[src/rtl/io_led_switch_ctrl_pkg.sv]
// Shared constants for the LED/switch I/O responder.
// Holds the sub-register offsets decoded from the low address bits and the
// I/O base nibbles that the upstream address decoder uses to raise the chip
// selects.
package io_led_switch_ctrl_pkg;

  localparam int unsigned LED_W = 24;
  localparam int unsigned SW_W  = 24;

  // Sub-register offsets (ioaddr = addr[1:0])
  localparam logic [1:0] LED_LO  = 2'b00;
  localparam logic [1:0] LED_HI  = 2'b10;
  localparam logic [1:0] SW_LO   = 2'b00;
  localparam logic [1:0] SW_HI   = 2'b10;
  localparam logic [1:0] SW_FLAG = 2'b01;

  // I/O base nibbles shared with the address decoder
  localparam logic [3:0] LED_BASE = 4'h6;
  localparam logic [3:0] SW_BASE  = 4'h7;

endpackage

[src/rtl/io_debounce.sv]
// Switch input conditioner: two-flop synchroniser followed by a single shared
// debounce counter for the whole vector.
// Ports:
//   clk, rst_n  - clock, asynchronous active-low reset
//   din         - raw asynchronous switch levels
//   stable      - debounced switch vector
//   accept      - high in the cycle whose clock edge loads a new stable value
module io_debounce
  import io_led_switch_ctrl_pkg::*;
#(
  parameter int unsigned WIDTH           = SW_W,
  parameter int unsigned DEBOUNCE_CYCLES = 230000,
  parameter int unsigned CNT_W           = 18
) (
  input  logic             clk,
  input  logic             rst_n,
  input  logic [WIDTH-1:0] din,
  output logic [WIDTH-1:0] stable,
  output logic             accept
);

  localparam logic [CNT_W-1:0] CNT_LAST = CNT_W'(DEBOUNCE_CYCLES - 1);

  logic [WIDTH-1:0] sync1_q;
  logic [WIDTH-1:0] sw_s;
  logic [WIDTH-1:0] sw_prev_q;
  logic [WIDTH-1:0] sw_q, sw_d;
  logic [CNT_W-1:0] cnt_q, cnt_d;

  always_ff @(posedge clk or negedge rst_n) begin
    if (!rst_n) begin
      sync1_q   <= '0;
      sw_s      <= '0;
      sw_prev_q <= '0;
      sw_q      <= '0;
      cnt_q     <= '0;
    end else begin
      sync1_q   <= din;
      sw_s      <= sync1_q;
      sw_prev_q <= sw_s;
      sw_q      <= sw_d;
      cnt_q     <= cnt_d;
    end
  end

  // The counter only runs while the synchronised pattern differs from the
  // stable one and has not moved since the previous cycle; any movement
  // restarts the window. Reaching CNT_LAST loads and clears, so it never wraps.
  always_comb begin
    cnt_d  = '0;
    sw_d   = sw_q;
    accept = 1'b0;
    if (sw_s == sw_q) begin
      cnt_d = '0;
    end else if (sw_s != sw_prev_q) begin
      cnt_d = '0;
    end else if (cnt_q == CNT_LAST) begin
      sw_d   = sw_s;
      accept = 1'b1;
      cnt_d  = '0;
    end else begin
      cnt_d = cnt_q + CNT_W'(1);
    end
  end

  assign stable = sw_q;

endmodule

[src/rtl/io_led_switch_ctrl.sv]
// Peripheral-side responder for the CPU I/O port: 24 LED registers written by
// I/O stores, and 24 debounced switches plus a new-data flag read by I/O loads.
// Ports:
//   clk, rst_n        - clock, asynchronous active-low reset
//   ioRead, ioWrite   - I/O strobes from the controller
//   LEDCtrl           - LED chip select
//   SwitchCtrl        - switch chip select
//   ioaddr            - sub-register select (addr[1:0])
//   io_wdata          - write data (low half of the CPU write bus)
//   io_rdata          - read data, zero when the switch block is not read
//   led               - LED drive, 1 = lit
//   switch_i          - raw asynchronous switch levels
module io_led_switch_ctrl
  import io_led_switch_ctrl_pkg::*;
#(
  parameter int unsigned DEBOUNCE_CYCLES = 230000,
  parameter int unsigned CNT_W           = 18
) (
  input  logic             clk,
  input  logic             rst_n,
  input  logic             ioRead,
  input  logic             ioWrite,
  input  logic             LEDCtrl,
  input  logic             SwitchCtrl,
  input  logic [1:0]       ioaddr,
  input  logic [15:0]      io_wdata,
  output logic [15:0]      io_rdata,
  output logic [LED_W-1:0] led,
  input  logic [SW_W-1:0]  switch_i
);

  logic [LED_W-1:0] led_q;
  logic             new_flag_q;
  logic [SW_W-1:0]  sw_q;
  logic             accept;
  logic             wr_en;
  logic             rd_en;

  assign wr_en = ioWrite && LEDCtrl;
  assign rd_en = ioRead && SwitchCtrl;

  io_debounce #(
    .WIDTH           (SW_W),
    .DEBOUNCE_CYCLES (DEBOUNCE_CYCLES),
    .CNT_W           (CNT_W)
  ) u_debounce (
    .clk    (clk),
    .rst_n  (rst_n),
    .din    (switch_i),
    .stable (sw_q),
    .accept (accept)
  );

  always_ff @(posedge clk or negedge rst_n) begin
    if (!rst_n) begin
      led_q      <= '0;
      new_flag_q <= 1'b0;
    end else begin
      if (wr_en) begin
        case (ioaddr)
          LED_LO:  led_q[15:0]  <= io_wdata;
          LED_HI:  led_q[23:16] <= io_wdata[7:0];
          default: ;
        endcase
      end
      // A fresh accept must not be lost to a read racing it on the same edge.
      if (accept) begin
        new_flag_q <= 1'b1;
      end else if (rd_en && (ioaddr == SW_FLAG)) begin
        new_flag_q <= 1'b0;
      end
    end
  end

  // Combinational from registered state so a single-cycle load sees data.
  always_comb begin
    io_rdata = 16'h0;
    if (rd_en) begin
      case (ioaddr)
        SW_LO:   io_rdata = sw_q[15:0];
        SW_HI:   io_rdata = {8'h00, sw_q[23:16]};
        SW_FLAG: io_rdata = {15'h0, new_flag_q};
        default: io_rdata = 16'h0;
      endcase
    end
  end

  assign led = led_q;

endmodule

[config.mk]
export PLATFORM = sky130hd
export DESIGN_NAME = io_led_switch_ctrl
export DESIGN_NICKNAME = d
export VERILOG_FILES = /design/src/rtl/io_led_switch_ctrl_pkg.sv /design/src/rtl/io_debounce.sv /design/src/rtl/io_led_switch_ctrl.sv
export SDC_FILE = /design/constraint.sdc
export NUM_CORES = 1
export LEC_CHECK = 0
export ABC_AREA = 1
export CAP_MARGIN = 0
export CORE_UTILIZATION = 54
export DETAILED_ROUTE_END_ITERATION = 7
export PLACE_DENSITY = 0.8
export SETUP_SLACK_MARGIN = 0.05
export SLEW_MARGIN = 20
export SYNTH_ARGS = -nofsm -noshare
export SYNTH_HDL_FRONTEND = slang
export SYNTH_SLANG_ARGS = --single-unit
[constraint.sdc]
create_clock -name clk -period 2.1 [get_ports clk]
set_input_delay 0.315 -clock clk [delete_from_list [all_inputs] [get_ports clk]]
set_output_delay 0.315 -clock clk [all_outputs]
set_load 0.01 [all_outputs]
# --- Word-level counts from Yosys, hierarchy flattened ---
# Index checks and enable logic that the tools add are counted.
word_totals:
  ff_bits: 139
  inputBits: 48
  word_cells: 34
classes:
  n_addsub: 1
  n_eq_ne: 5
  n_mux: 10
  bitwise: 2
  n_reduce_logical: 8
op_table:
  columns: ["operator", "n"]
  rows:
  - ["18-bit 2-to-1 mux", 3]
  - ["16-bit one-hot mux with 3 select lines", 1]
  - ["24-bit == test", 1]
  - ["24-bit inequality test", 1]
  - ["18-bit by 1-bit adder with 18-bit output (second input constant)", 1]
  - ["18-bit == test (second input constant)", 1]
  - ["16-bit 2-to-1 mux", 1]
  - ["1-bit 2-to-1 mux", 5]
  - ["2-bit AND reduction", 2]
  - ["1-bit logical AND", 3]
  - ["3-bit AND reduction", 1]
  - ["2-bit by 1-bit == test with 1-bit output (second input constant)", 1]
  - ["2-bit == test (second input constant)", 1]
  - ["2-bit zero test", 1]
  - ["1-bit NOT", 2]
  - ["2-bit nonzero test", 1]

# --- Depth between registers and ports, before layout ---
logic_depth:
  depth_word: 5
  depth_mapped: 12

# --- Modules after synthesis ---
# A second synthesis with hierarchy kept.
hier_totals:
  cells_unflattened: 674
  area_unflattened_um2: 5905.7
by_module_without_submodules:
  columns: ["module", "instances", "cells_per_inst", "area_per_inst_um2", "seq_area_each_um2"]
  rows:
  - ["io_debounce", 1, 522, 4679.5, 2852.7]
  - ["io_led_switch_ctrl", 1, 152, 1226.2, 625.6]

# --- Worst setup path before layout ---
# OpenSTA, ideal clock, no wires.
synth_timing:
  path_kind: "register -> register"
  from: "register u_debounce.cnt_q[0]"
  to: "register u_debounce.sw_q[18], in the netlist u_debounce.stable[18]"
  setup_ns: 0.117
  arrival_time_ns: 1.463
  required_time_ns: 1.983
  setup_slack_ns: 0.519
  stages_incl_launch_ff: 10
  path_buffers: 1
  period_less_slack_ns: 1.581
  path_cell_list: "dfrtp_1 ha_1 nand3_1 inv_1 nand3_1 inv_2 nand3_2 buf_2 nand2_1 nand2_1"
synth_via:
  elab_chain_len: 2
synth_rtl:
  columns: ["element", "line", "rtl"]
  rows:
  - ["start: declaration", "io_debounce.sv:28", "logic [CNT_W-1:0] cnt_q, cnt_d;"]
  - ["start signal: assignment", "io_debounce.sv:42", "cnt_q <= cnt_d;"]
  - ["18-bit == test", "io_debounce.sv:57", "end else if (cnt_q == CNT_LAST) begin"]
  - ["3-bit AND reduction (no source line)", null, null]
  - ["end signal: assignment", "io_debounce.sv:41", "sw_q <= sw_d;"]
  - ["end: declaration", "io_debounce.sv:27", "logic [WIDTH-1:0] sw_q, sw_d;"]
# Every way passes these cells.
# A chain may end at the register's enable or synchronous reset.

# --- Final worst setup path ---
layout_timing:
  from: "register u_debounce.sw_s[10]"
  to: "register u_debounce.sw_q[22], in the netlist u_debounce.stable[22]"
layout_via:
  elab_chain_len: 3
layout_rtl:
  columns: ["element", "line", "rtl"]
  rows:
  - ["start: declaration", "io_debounce.sv:25", "logic [WIDTH-1:0] sw_s;"]
  - ["start signal: assignment", "io_debounce.sv:39", "sw_s <= sync1_q;"]
  - ["24-bit == test or 24-bit inequality test (tied branches)", "io_debounce.sv:53, io_debounce.sv:55", null]
  - ["1-bit NOT (no source line)", null, null]
  - ["3-bit AND reduction (no source line) (*)", null, null]
# Mark *: on every way between the ends. The rest lies on a longest branch, timed or not.

==> flow_summary_export.csv <==
group,metric,value,unit
status,status,"finished clean",
sta,setup_viol,0,
sta,period_needed,1.872,ns
sta,report.final.slew_viol_count,0,
synth,yosysSeqAreaShare,60.11,%
worst_setup_path,r2r-start,"u_debounce.sw_s[10]",
grt,grt_max_degree,81,
synth,synth_area,5787,um2
layout,final_common_cell,"nand2_1",
drt,drtPass1Iterations,5,
placed_design,dpl.hpwl,8.413,mm
min_path,hold_class,"in2reg",
cts,cts_root_buffer,"clkbuf_8",
layout,drive_above_1_share,10.46,%
sta,finalWorstSetupSlack,0.2285,ns
floorplan,fp.dieArea,11130,um2
synth,netlist_instances,645,
cts,cts_tree,"built",
grt,grt_pass1_vias,4642,
synth,yosys.area.top_type,"dfrtp_1",
drt,wl_per_cell,14.28,um
layout,syn2layout_area_growth,29.86,%
drt,vias_per_cell,5.085,
synth,yosys.cell_types.count,24,
floorplan,dieHeight,105.5,um
placed_design,gp_congestion,0.8252,
sta,period_share,89.12,%
sta,relSlewSlack,63.86,%
synth,yosysWarningCount,0,
drt,remaining_drc_errors,0,
drt,vias,4582,
placed_design,place_area,6900,um2
synth,avgSynthCellArea,8.972,um2
pwr,power_leakage,3.703,nW
sta,max_freq,534.3,MHz
pwr,ir_worst_vdd,545.4,uV
sta,hold-worst-slack,0.2267,ns
synth,synth_top_area_share,60.11,%
placed_design,port_buffers,87,
sta,hold_viol_final,0,
floorplan,design.core.area,10370,um2
min_path,min_from,"switch_i[6]",
grt,grt.total_usage,25.13,%
cts,clk_pin_slew,0.06,ns
grt,grt-ovfl-total,0,
synth,synth.area.top_cells,"dfrtp_1 60%, nand2_1 15%, inv_1 5.2%",
synth,ys_seq_elements,139,
grt,antenna_found_initial,0,
layout,postLayoutCellArea,7515,um2
floorplan,io_pins,88,
worst_setup_path,cp_max_fo,16,
synth,syn-num-nets,694,
cts,clock_sinks,139,
sta,finalSetupTns,0,ns
layout,final_cell_mix,"225 x nand2_1, 139 x dfrtp_1, 79 x inv_1",
worst_setup_path,critPathLaunch,"u_debounce.sw_s[10]",
worst_setup_path,startpoint_type,"register",
cts,clockBufferDepth,2,
pwr,power_density,873.3,nW/um2
sta,fin_skew,0.007719,ns
worst_setup_path,critPathRequiredTime,2.51,ns
drt,ant_nets,0,
layout,fill_cells,728,
job,drv_cap,0,
worst_setup_path,crit_type,"reg2reg",
cts,h-tree-depth,4,
cts,cts_buffers,17,
grt,grt_pass1_wl,21.49,mm
floorplan,num_rows,37,
drt,totalWireLength,12.87,mm
floorplan,die_w,105.5,um
cts,worst_skew_pair.late_latency,0.52,ns
sta,rsz0062_at_grt,"false",
layout,nNetsFinal,803,
drt,drt_iter0_drc,328,
layout,n_antenna_cell,0,
sta,tightestPinTransition,0.5408,ns
worst_setup_path,crit_arrival,2.28,ns
floorplan,start_util,55.80,%
worst_setup_path,endpoint_kind,"register",
placed_design,pre_cts_ws,-0.2134,ns
-- registers in the layout (all words and copies together) (netlist names) --
signal                count
u_debounce.stable        24
u_debounce.sw_prev_q     24
led                      24
u_debounce.sw_s          24
u_debounce.sync1_q       24
new_flag_q                1
u_debounce.cnt_q         18
-- cells by family after synthesis --
group	share of synthesized area, %
buf+inv	7.135
xor+xnor	3.027
simple gates	25.21
fa+ha+maj	0.2162
flops	60.11
mux	1.557
compound gates	2.746
-- timing repair --
| item | CTS | global route |
|---|---|---|
| setup endpoints to repair | 16 | 17 |
| pin swaps | 1 | 0 |
| hold buffers | 1 | 0 |
| setup buffers | 1 | 0 |
| gates resized for setup | 21 | 3 |
| cloned | 0 | 0 |
| hold endpoints to repair | 139 | 0 |
-- area by class of cell --
| type | instances | area (um2) | share of cell area, % |
|---|---|---|---|
| clock buffer | 21 | 459.2 | 6.111 |
| clock inverter | 9 | 136.4 | 1.815 |
| inverter | 85 | 319.1 | 4.246 |
| multi-input combinational | 405 | 1916 | 25.49 |
| sequential | 139 | 3478 | 46.29 |
| tap | 136 | 170.2 | 2.264 |
| timing repair buffer | 106 | 1036 | 13.79 |
-- where the power goes --
part | total, mW | switching (mW) | internal [mW]
sequential | 2.95 | 0.106 | 2.84
clock | 3.00 | 1.10 | 1.90
combinational | 0.613 | 0.272 | 0.341
-- synthesized netlist by cell type, drive strengths merged --
master	instances
a21oi	9
a31o	1
and3	1
buf	13
clkbuf	3
dfrtp	139
ha	1
inv	85
mux2	8
nand2	225
nand3	13
nand4	31
nor2	65
nor3	10
o21ai	21
xnor2	11
xor2	9
-- metal layers --
metal / GRT usage [%] / up-vias / part of all wire (%) / routed length, um
met5: 0 / - / 0 / 0
met4: 9.722 / 0 / 1.9 / 247
met3: 7.607 / 32 / 6.8 / 876
met2: 42.06 / 163 / 50 / 6476
met1: 30.67 / 2182 / 41 / 5271
li1: - / 2205 / - / -
-- final timing paths --
path,end,slack (ns),depth (start not counted)
max,u_debounce.stable[22],0.23,12
min,u_debounce.sync1_q[6],0.23,1
max reg2reg,u_debounce.stable[22],0.23,12
min reg2reg,u_debounce.sw_s[14],0.34,0
max in group asynchronous,u_debounce.stable[17],1.38,3
min in group asynchronous,u_debounce.sw_s[10],0.34,3
-- worst max-delay path: stages (launching register included) --
cell,delay (ns)
dfrtp_1,0.45
inv_1,0.10
nand2_1,0.06
nand2_1,0.04
nor2_1,0.08
nand2_1,0.07
nor2_1,0.18
nand2_1,0.12
nor2_4,0.18
nand3_2,0.11
buf_4,0.22
nand2_1,0.08
nand2_1,0.06
-- metrics by stage --
step                power, mW  utilization (%)  std cells
finish                  6.562            72.47        901
global route            6.802            72.47        901
CTS                     6.611            72.33        901
detailed placement      3.605            66.54        869
global placement        3.579            66.54        869
floorplan               3.193                -        645
(Power assumes the default switching activity.)
